===== src/rtl/eth_pkg.sv =====
// Shared types and constants for the Ethernet frame filter.
package eth_pkg;

   localparam int MAC_W = 48;
   localparam logic [MAC_W-1:0] BCAST_MAC = 48'hFFFF_FFFF_FFFF;
   localparam int HDR_BYTES = 14;

   typedef enum logic [1:0] {IDLE, HEADER, PAYLOAD, DROP} filt_state_t;

   // Byte idx of a MAC address in wire order (byte 0 = bits [47:40]); 0 beyond the address.
   function automatic logic [7:0] mac_byte(input logic [MAC_W-1:0] mac, input logic [3:0] idx);
      logic [7:0] b;
      case (idx)
         4'd0:    b = mac[47:40];
         4'd1:    b = mac[39:32];
         4'd2:    b = mac[31:24];
         4'd3:    b = mac[23:16];
         4'd4:    b = mac[15:8];
         4'd5:    b = mac[7:0];
         default: b = 8'h00;
      endcase
      return b;
   endfunction

endpackage


===== src/rtl/dibit_to_byte.sv =====
// Assembles RMII dibits (LSB first) into bytes. The completed byte and its strobe are
// combinational on the cycle the 4th dibit is present, so the consumer can register them.
module dibit_to_byte (
   input  logic       clk,
   input  logic       rst,
   input  logic       axiiv,
   input  logic [1:0] axiid,
   output logic [7:0] data_byte,
   output logic       byte_valid
);

   logic [1:0] cnt;
   logic [5:0] part;

   // Dibit counter and partial-byte shifter; any gap in axiiv restarts at dibit 0.
   always_ff @(posedge clk) begin
      if (rst) begin
         cnt  <= 2'd0;
         part <= 6'd0;
      end else if (!axiiv) begin
         cnt  <= 2'd0;
      end else begin
         cnt  <= cnt + 2'd1;
         part <= {axiid, part[5:2]};
      end
   end

   // Fourth dibit lands in [7:6]; the earlier three are already in place.
   always_comb begin
      data_byte  = {axiid, part};
      byte_valid = axiiv && (cnt == 2'd3);
   end

endmodule


===== src/rtl/eth_frame_filter.sv =====
// Destination-MAC frame filter: strips the Ethernet header, forwards payload (with FCS).
module eth_frame_filter
   import eth_pkg::*;
#(
   parameter logic [MAC_W-1:0] MY_MAC       = 48'h69_69_5A_06_54_91,
   parameter int               HEADER_BYTES = HDR_BYTES
) (
   input  logic        clk,
   input  logic        rst,
   input  logic        axiiv,
   input  logic [1:0]  axiid,
   output logic        axiov,
   output logic [7:0]  axiod,
   output logic [15:0] ethertype,
   output logic        frame_done,
   output logic        frame_drop
);

   localparam logic [3:0] LAST_IDX   = 4'(HEADER_BYTES - 1);
   localparam logic [3:0] ETH_HI_IDX = 4'(HEADER_BYTES - 2);
   localparam logic [3:0] DST_LAST   = 4'd5;

   filt_state_t state;
   logic [3:0]  hdr_idx;
   logic        ucast;
   logic        bcast;
   logic [7:0]  eth_hi;
   logic [7:0]  data_byte;
   logic        byte_valid;
   logic        ucast_nxt;
   logic        bcast_nxt;

   dibit_to_byte u_dibit_to_byte (
      .clk       (clk),
      .rst       (rst),
      .axiiv     (axiiv),
      .axiid     (axiid),
      .data_byte (data_byte),
      .byte_valid(byte_valid)
   );

   // Match flags as they would stand after folding in the current header byte.
   always_comb begin
      ucast_nxt = ucast && (data_byte == mac_byte(MY_MAC, hdr_idx));
      bcast_nxt = bcast && (data_byte == 8'hFF);
   end

   // Filter FSM with registered strobes; byte 12 is staged so a runt never touches ethertype.
   always_ff @(posedge clk) begin
      if (rst) begin
         state      <= IDLE;
         hdr_idx    <= 4'd0;
         ucast      <= 1'b0;
         bcast      <= 1'b0;
         eth_hi     <= 8'd0;
         ethertype  <= 16'd0;
         axiov      <= 1'b0;
         axiod      <= 8'd0;
         frame_done <= 1'b0;
         frame_drop <= 1'b0;
      end else begin
         axiov      <= 1'b0;
         frame_done <= 1'b0;
         frame_drop <= 1'b0;
         unique case (state)
            IDLE: begin
               if (axiiv) begin
                  state   <= HEADER;
                  hdr_idx <= 4'd0;
                  ucast   <= 1'b1;
                  bcast   <= 1'b1;
               end
            end
            HEADER: begin
               if (!axiiv) begin
                  state      <= IDLE;
                  frame_drop <= 1'b1;
               end else if (byte_valid) begin
                  hdr_idx <= hdr_idx + 4'd1;
                  if (hdr_idx <= DST_LAST) begin
                     ucast <= ucast_nxt;
                     bcast <= bcast_nxt;
                  end
                  if (hdr_idx == DST_LAST && !ucast_nxt && !bcast_nxt) begin
                     state      <= DROP;
                     frame_drop <= 1'b1;
                  end
                  if (hdr_idx == ETH_HI_IDX) eth_hi <= data_byte;
                  if (hdr_idx == LAST_IDX) begin
                     ethertype <= {eth_hi, data_byte};
                     state     <= PAYLOAD;
                  end
               end
            end
            PAYLOAD: begin
               if (!axiiv) begin
                  state      <= IDLE;
                  frame_done <= 1'b1;
               end else if (byte_valid) begin
                  axiov <= 1'b1;
                  axiod <= data_byte;
               end
            end
            DROP: begin
               if (!axiiv) state <= IDLE;
            end
            default: state <= IDLE;
         endcase
      end
   end

endmodule

===== config.mk =====
export PLATFORM = sky130hd
export DESIGN_NAME = eth_frame_filter
export DESIGN_NICKNAME = d
export VERILOG_FILES = /design/src/rtl/eth_pkg.sv /design/src/rtl/dibit_to_byte.sv /design/src/rtl/eth_frame_filter.sv
export SDC_FILE = /design/constraint.sdc
export NUM_CORES = 1
export LEC_CHECK = 0
export BUFFER_PORTS_ARGS = -buffer_cell sky130_fd_sc_hd__buf_2
export CAP_MARGIN = 30
export CORE_AREA = 2 2 58 74
export CTS_BUF_LIST = sky130_fd_sc_hd__clkbuf_16
export DETAILED_ROUTE_END_ITERATION = 12
export DIE_AREA = 0 0 60 76
export PLACE_DENSITY = 0.77
export SYNTH_ARGS = -nofsm -noshare
export SYNTH_HDL_FRONTEND = slang
export SYNTH_HIERARCHICAL = 1
export SYNTH_SLANG_ARGS = --single-unit

===== constraint.sdc =====
create_clock -name clk -period 5.4 [get_ports clk]
set_clock_uncertainty 0.2 [all_clocks]
set_input_delay 0.81 -clock clk [delete_from_list [all_inputs] [get_ports clk]]
set_output_delay 0.81 -clock clk [all_outputs]
set_load 0.02 [all_outputs]

==> results of run 1 <==
-- final cells by class --
cell class / count / area share [%]
clock buffers: 5 / 4.94
clock inverters: 3 / 1.73
inverters: 5 / 0.740
multi-input cells: 186 / 43.4
flip-flops and latches: 51 / 40.3
well taps: 56 / 2.76
repair buffers: 31 / 6.12
-- power breakdown --
part,switching (mW),internal [mW],leakage (nW)
clock network,0.138,0.218,0.0838
logic,0.0196,0.0106,0.555
registers,0.00616,0.380,0.413
total,0.163,0.610,1.05
-- placed cells by master, fill, tap and decap left out, types with 2 or more instances in the layout --
master,instances
ha_1,6
dfxtp_1,51
clkbuf_16,5
inv_1,5
nand4_1,2
xor2_1,2
nor3_1,5
nor2_1,25
nand2_1,55
mux2i_1,16
buf_2,31
xnor2_1,3
o31ai_1,2
nand2b_1,7
nand3_1,7
nor2_2,2
a21oi_1,28
-- synth_stat cells (all sizes together), types with 2 or more instances --
cell,instances,area share [%]
inv,5,0.84
buf,6,2.1
o21ai,2,0.45
ha,6,3.4
nor2,27,4.8
nor3,7,2.3
a21oi,29,6.7
nand2b,7,2.0
mux2i,16,7.2
nand4,2,0.56
nand3,8,2.0
dfxtp,51,46
clkbuf,9,1.6
nand2,56,9.6
o31ai,2,0.68
xor2,2,0.79
xnor2,3,1.2
-- stage by stage --
stage	power, mW	setup slack (ps)
2_1_floorplan	0.418	3120
3_3_place_gp	0.424	2800
3_5_place_dp	0.425	2750
4_1_cts	0.780	3000
5_1_grt	0.799	2860
6_report	0.773	3010
-- flip-flops by register name, summed over array words and instances (netlist names) --
| register | count |
|---|---|
| axiod | 8 |
| ethertype | 16 |
| u_dibit_to_byte/cnt | 2 |
| state | 2 |
| u_dibit_to_byte/part | 6 |
| bcast | 1 |
| frame_drop | 1 |
| hdr_idx | 4 |
| eth_hi | 8 |
| ucast | 1 |
| frame_done | 1 |
| axiov | 1 |
-- path summary, 6_finish.rpt --
kind / startpoint / end / slack [ps] / depth (start not counted)
max reg2reg: hdr_idx[0] / frame_drop / 3110 / 7
max: axiiv / eth_hi[6] / 3010 / 6
min reg2reg: u_dibit_to_byte/cnt[0] / u_dibit_to_byte/cnt[0] / 250 / 1
min: u_dibit_to_byte/cnt[0] / u_dibit_to_byte/cnt[0] / 250 / 1
-- routing by layer --
metal / wire (um) / track usage (%) / vias to the layer above
met3: 147 / 4.07 / 6
met2: 2260 / 34.2 / 34
met1: 1960 / 26.0 / 826
li1: - / - / 907
met5: 0 / 0 / -
met4: 70 / 7.78 / 0
-- cells by family (layout without fill, tap and decap cells) --
group | count (synthesis) | in the layout | synth area share [%]
AOI/OAI and AO/OA | 42 | 42 | 11.4
adders and majority gates | 6 | 6 | 3.38
xor gates and xnor gates | 5 | 5 | 1.97
muxes | 16 | 16 | 7.20
buffers and inverters | 20 | 44 | 4.56
DFF | 51 | 51 | 45.9
and+or+nand+nor | 117 | 117 | 25.6
==> flow_metrics.env, run 1 <==
export IMPL_h_tree_depth=2
export IMPL_grt_max_degree=52
export IMPL_multi_input_area_mm2=0.00110
export IMPL_remaining_drc_errors=0
export IMPL_slew_viol_final=0
export IMPL_final_area_mm2=0.00253
export IMPL_rsz0062_at_grt="no"
export IMPL_wl_mm=4.43
export IMPL_routabilityCongestion=0.839
export IMPL_final_cells=337
export IMPL_slowest_delay_ps=510
export IMPL_cts_buffers=5
export IMPL_critPathRequiredTime_ps=5340
export IMPL_antenna_found_initial=0
export IMPL_cts_setup_buffers=0
export IMPL_cts_num_sinks=51
export IMPL_p_leak_nw=1.05
export IMPL_critical_path_max_fanout=15
export IMPL_ys_seq_area_share_pct=45.9
export IMPL_p_per_area_mw_per_mm2=305
export IMPL_grt_util_all_layers_pct=20.7
export IMPL_clk_pin_slew_ps=60
export IMPL_path_buf_inv=1
export IMPL_fillCellCount=350
export IMPL_finalSetupViolations=0
export IMPL_drive_above_1_share_pct=18.9
export IMPL_synth_edf_count=0
export IMPL_ioPinCount=32
export IMPL_status="complete, no violations"
export IMPL_cts_root_buf="clkbuf_16"
export IMPL_critPathTopFamily="simple AND/OR/NAND/NOR gates"
export IMPL_place_area_mm2=0.00237
export IMPL_critPathKind="in2reg"
export IMPL_nNetsFinal=291
export IMPL_cp_arrival_ps=2340
export IMPL_synth_avg_cell_area_um2=8.65
export IMPL_synth_warnings=6
export IMPL_wl_per_cell_um=13.2
export IMPL_yosysUniqueCellTypes=46
export IMPL_placed_cells=329
export IMPL_ctsResizeCount=0
export IMPL_critPathCaptureType="register"
export IMPL_detailedPlacementHpwl_mm=3.03
export IMPL_hold_ws_ps=250
export IMPL_antenna_left=0
export IMPL_fp_coreArea_mm2=0.00394
export IMPL_die_x_um=60
export IMPL_async_flop_share_pct=0
export IMPL_die_h_um=76
export IMPL_syn_to_final_growth_pct=14.0
export IMPL_drt_iter0_drc=72
export IMPL_ys_flop_type="dfxtp_1"
export IMPL_ctsLongestPathBuffers=2
export IMPL_final_util_pct=64.4
export IMPL_fin_crit_sh_pct=44.3
export IMPL_rows=26
export IMPL_postCtsHoldBufs=0
export IMPL_portBuffers=31
export IMPL_worst_pin_slew_ps=890
export IMPL_routed_via_count=1773
export IMPL_cp_slowest_cell="nor3_4"
export IMPL_grt_pass1_vias=1528
export IMPL_netlist_instances=257
export IMPL_hp_class="reg2reg"
export IMPL_cts_tree="done"
export IMPL_clk_latency_ps=290
export IMPL_yosys_register_bits=51
export IMPL_ir_worst_vdd_uv=224
export IMPL_crit_chain="buf_2, and2_2, nand3_2, nor3_4, mux2i_1, nor2_1"
export IMPL_register_area_mm2=0.00102
export IMPL_max_freq_mhz=418
export IMPL_grt_pass1_wl_mm=7.27
export IMPL_max_slew_margin_rel_pct=40.7
export IMPL_fin_tns_setup_ps=0
export IMPL_fin_crit_ps=2390
export IMPL_via_per_inst=5.26
export IMPL_finalHoldViolCount=0
export IMPL_dieArea_mm2=0.00456
export IMPL_diodes=0
export IMPL_dr_pass1_iters=4
export IMPL_initial_core_util_pct=56.5
export IMPL_crit_path_start_kind="input pin"
export IMPL_syn_num_nets=268
export IMPL_synthesis_area_mm2=0.00222
export IMPL_grt_overflow=0
export IMPL_drv_cap=0
Note: power is estimated with default switching activity, not from simulation.
==> run 2: changes to the inputs <==
- CORE_AREA: 2 2 58 74 -> 2 2 60 76
- DIE_AREA: 0 0 60 76 -> 0 0 62 78
- PLACE_DENSITY: 0.77 -> 0.73
- clock period: 5.4 -> 2.46 ns (I/O delays scaled with it)
==> flow_metrics.env, run 2 (synthesis gave the netlist of run 1 again) <==
export IMPL_layout_common_cells="nand2_1, dfxtp_1, buf_2, a21oi_1, nor2_1"
export IMPL_hp_class="in2reg"
export IMPL_crit_chain="inv_1, ha_1, nand3b_4, mux2i_1, nand2_1, nor4_4, a311oi_2, a41o_1"
export IMPL_max_slew_margin_rel_pct=63.9
export IMPL_rows=26
export IMPL_grt_pass1_vias=1684
export IMPL_routed_via_count=1805
export IMPL_layout_commonest_cell="nand2_1"
export IMPL_ctsLongestPathBuffers=2
export IMPL_p_leak_nw=1.08
export IMPL_critPathRequiredTime_ps=2440
export IMPL_clk_latency_ps=290
export IMPL_dr_pass1_iters=4
export IMPL_worst_pin_slew_ps=541
export IMPL_diodes=0
export IMPL_drt_iter0_drc=129
export IMPL_hold_ws_ps=178
export IMPL_antenna_left=0
export IMPL_crit_path_start_kind="register"
export IMPL_timing_rr_end="frame_drop"
export IMPL_total_power_mw=1.71
export IMPL_cp_slowest_cell="dfxtp_1"
export IMPL_via_per_inst=5.28
export IMPL_top_regs="ethertype (16), axiod (8), eth_hi (8)"
export IMPL_drv_cap=0
export IMPL_critPathTopFamily="simple AND/OR/NAND/NOR gates"
export IMPL_power_frac_seq_pct=49.6
export IMPL_h_tree_depth=2
export IMPL_place_area_mm2=0.00240
export IMPL_path_buf_inv=1
export IMPL_switching_share_pct=21.4
export IMPL_largest_register_ffs=16
export IMPL_final_area_mm2=0.00259
export IMPL_dieArea_mm2=0.00484
export IMPL_clkPwrFrac_pct=46.1
export IMPL_grt_overflow=0
export IMPL_cts_buffers=5
export IMPL_critical_path_max_fanout=6
export IMPL_combPwrFrac_pct=4.3
export IMPL_antenna_found_initial=0
export IMPL_critPathCaptureType="register"
export IMPL_finalSetupViolations=0
export IMPL_routabilityCongestion=0.813
export IMPL_crit_cells=8
export IMPL_startpoint="hdr_idx[1]"
export IMPL_wl_mm=4.68
export IMPL_fin_crit_sh_pct=93.4
export IMPL_r2r_slack_ps=160
export IMPL_grt_util_all_layers_pct=20.9
export IMPL_critPathKind="reg2reg"
export IMPL_p_per_area_mw_per_mm2=659
export IMPL_p_switching_mw=0.366
export IMPL_slew_viol_final=0
export IMPL_slowest_delay_ps=400
export IMPL_ir_worst_vdd_uv=354
export IMPL_cts_root_buf="clkbuf_16"
export IMPL_portBuffers=31
export IMPL_initial_core_util_pct=54.7
export IMPL_reg2reg_depth=8
export IMPL_remaining_drc_errors=0
export IMPL_fin_crit_ps=2300
export IMPL_cp_arrival_ps=2280
export IMPL_die_x_um=62
export IMPL_grt_pass1_wl_mm=7.51
export IMPL_ioPinCount=32
export IMPL_grt_max_degree=24
export IMPL_r2r_start="hdr_idx[1]"
export IMPL_status="complete, no violations"
export IMPL_finalHoldViolCount=0
export IMPL_detailedPlacementHpwl_mm=3.25
export IMPL_syn_to_final_growth_pct=16.7
export IMPL_wl_per_cell_um=13.7
export IMPL_cts_num_sinks=51
export IMPL_setup_worst_path_end="frame_drop"
export IMPL_fp_coreArea_mm2=0.00407
export IMPL_die_h_um=78
export IMPL_nNetsFinal=296
export IMPL_cts_setup_buffers=0
export IMPL_drive_above_1_share_pct=21.0
export IMPL_intPower_mw=1.35
export IMPL_cts_tree="done"
export IMPL_regMostFlops="ethertype"
export IMPL_max_freq_mhz=435
export IMPL_clk_pin_slew_ps=70
## run 2: per-layer routing
layer / GRT usage, % / wire length (um) / vias up
li1: - / - / 918
met1: 24.9 / 2020 / 830
met2: 32.7 / 2340 / 43
met3: 4.83 / 161 / 14
met4: 12.3 / 164 / 0
met5: 0 / 0 / -
## run 2: metrics by stage
stage	worst slack [ps]	cells	TNS, ps	util, %
2_1_floorplan	440	257	0	-
3_3_place_gp	304	334	0	59.1
3_5_place_dp	211	334	0	59.1
4_1_cts	151	342	0	63.3
5_1_grt	-1.19	342	-1.19	63.8
6_report	162	342	0	63.8
## run 2: area by class of cell
type	count	area, um2
Clock buffer	5	125
Clock inverter	3	46.3
Fill cell	352	1470
Inverter	5	18.8
Multi-Input combinational cell	186	1120
Sequential cell	51	1020
Tap cell	56	70.1
Timing Repair Buffer	36	193
## run 2: tightest hold or removal path: stages
cell     delay, ps
buf_2          140
nand2_1         60
a21oi_1         50
## run 2: timing repair
action | CTS | global route
resized for setup | 0 | 3
hold buffers | 0 | 0
endpoints found under the setup margin | 0 | 2
endpoints found under the hold margin | 0 | 0
## run 2: worst min path at each step
stage | startpoint | endpoint | slack (ps) | cells after the start
floorplan | u_dibit_to_byte/cnt[0] | u_dibit_to_byte/cnt[0] | 220 | 1
global placement | eth_hi[1] | ethertype[9] | 240 | 2
detailed placement | ethertype[1] | ethertype[1] | 240 | 2
CTS | axiid[1] | axiod[7] | 170 | 3
global route | axiid[1] | ethertype[7] | 190 | 3
finish | axiid[1] | axiod[7] | 180 | 3
## run 2: power by group through the flow
stage          clock [mW]  sequential, mW  combinational (mW)
2_1_floorplan           0           0.863              0.0550
3_3_place_gp            0           0.867              0.0687
3_5_place_dp            0           0.868              0.0702
6_report            0.788           0.849              0.0735
5_1_grt             0.829           0.850              0.0806
4_1_cts             0.806           0.849              0.0709
==> run 3: changes to the inputs <==
==> constraint.sdc (replaced) <==
create_clock -name clk -period 2.46 [get_ports clk]
set_clock_uncertainty 0.2 [all_clocks]
set_input_delay 0.615 -clock clk [delete_from_list [all_inputs] [get_ports clk]]
set_output_delay 0.615 -clock clk [all_outputs]
set_load 0.02 [all_outputs]
==> flow_metrics.env, run 3 (synthesis gave the netlist of run 1 again) <==
export IMPL_cts_root_buf="clkbuf_16"
export IMPL_grt_pass1_wl_mm=7.49
export IMPL_critPathCaptureType="register"
export IMPL_r2r_slack_ps=160
export IMPL_ctsLongestPathBuffers=2
export IMPL_fin_tns_setup_ps=0
export IMPL_fin_crit_ps=2300
export IMPL_dieArea_mm2=0.00484
export IMPL_portBuffers=31
export IMPL_critPathRequiredTime_ps=2440
export IMPL_die_x_um=62
export IMPL_rsz0062_at_grt="no"
export IMPL_routabilityCongestion=0.841
export IMPL_h_tree_depth=2
export IMPL_max_freq_mhz=436
export IMPL_grt_util_all_layers_pct=20.7
export IMPL_fin_crit_sh_pct=93.3
export IMPL_cp_arrival_ps=2270
export IMPL_cts_num_sinks=51
export IMPL_fillCellCount=372
export IMPL_regMostFlops="ethertype"
export IMPL_drive_above_1_share_pct=20.6
export IMPL_grt_max_degree=24
export IMPL_worst_pin_slew_ps=559
export IMPL_cts_buffers=5
export IMPL_layout_common_cells="nand2_1, dfxtp_1, buf_2, a21oi_1, nor2_1"
export IMPL_hp_class="reg2reg"
export IMPL_wl_mm=4.50
export IMPL_finalHoldViolCount=0
export IMPL_drt_iter0_drc=95
export IMPL_clk_pin_slew_ps=60
export IMPL_crit_path_start_kind="register"
export IMPL_cts_tree="done"
export IMPL_clk_latency_ps=290
export IMPL_detailedPlacementHpwl_mm=3.24
export IMPL_grt_overflow=0
export IMPL_fp_coreArea_mm2=0.00407
export IMPL_status="complete, no violations"
export IMPL_top_regs="ethertype (16), axiod (8), eth_hi (8)"
export IMPL_antenna_found_initial=0
export IMPL_via_per_inst=5.26
export IMPL_p_leak_nw=1.07
export IMPL_dp_slack_ps=181
export IMPL_layout_commonest_cell="nand2_1"
export IMPL_critPathKind="reg2reg"
export IMPL_routed_via_count=1804
export IMPL_grt_pass1_vias=1624
export IMPL_initial_core_util_pct=54.7
export IMPL_max_slew_margin_rel_pct=62.6
export IMPL_finalSetupViolations=0
export IMPL_remaining_drc_errors=0
export IMPL_antenna_left=0
export IMPL_wl_per_cell_um=13.1
export IMPL_slew_viol_final=0
export IMPL_largest_register_ffs=16
export IMPL_p_per_area_mw_per_mm2=622
export IMPL_dr_pass1_iters=4
export IMPL_drv_cap=0
export IMPL_ioPinCount=32
export IMPL_critical_path_max_fanout=6
export IMPL_fin_ws_ps=165
export IMPL_rows=26
export IMPL_nNetsFinal=297
export IMPL_syn_to_final_growth_pct=15.3
export IMPL_postCtsHoldBufs=0
export IMPL_total_power_mw=1.59
export IMPL_diodes=0
export IMPL_die_h_um=78
export IMPL_ir_worst_vdd_uv=322
## run 3: area by class of cell
type | instances | area, um2 | area share, %
multi-input combinational | 186 | 1110 | 43.2
sequential | 51 | 1020 | 39.8
timing repair buffer | 37 | 200 | 7.81
clock buffer | 5 | 125 | 4.88
tap | 56 | 70.1 | 2.73
clock inverter | 3 | 20.0 | 0.781
inverter | 5 | 18.8 | 0.732
## run 3: metal layers
metal  up-vias  track usage, %  routed length, um
li1        923               -                  -
met1       837            25.6               1980
met2        35            32.8               2250
met3         9            4.50                162
met4         0            10.2                112
met5         -               0                  0
## run 3: where the power goes
group | internal (mW) | total (mW) | switching, mW
Sequential | 0.835 | 0.848 | 0.0131
Clock | 0.375 | 0.674 | 0.299
Combinational | 0.0273 | 0.0720 | 0.0446
## run 3: worst max-delay path: stages (launching register included)
cell and delay (ps):
dfxtp_1 390, inv_1 100, ha_1 290, nand3b_4 130
mux2i_1 190, nand2_1 80, nor4_2 330, a311oi_2 180
a41o_1 290
## run 3: worst paths after layout
check	from	to	cells past startpoint
hold / removal	ethertype[14]	ethertype[14]	2
setup / recovery	hdr_idx[1]	frame_drop	8
hold reg to reg	ethertype[14]	ethertype[14]	2
setup reg to reg	hdr_idx[1]	frame_drop	8
## run 3: per-stage QoR
step                hold WS, ps  instance area, um2  util [%]  instances
finish                      250                2560      63.0        343
global route                265                2560      63.0        343
CTS                         252                2560      62.9        343
detailed placement          237                2410      59.3        335
global placement            237                2410      59.3        335
floorplan                   220                2220         -        257
## run 3: what timing repair did
action                                  CTS  global route
buffers inserted                          0             0
endpoints found under the setup margin    0             1
resized for setup                         0             2
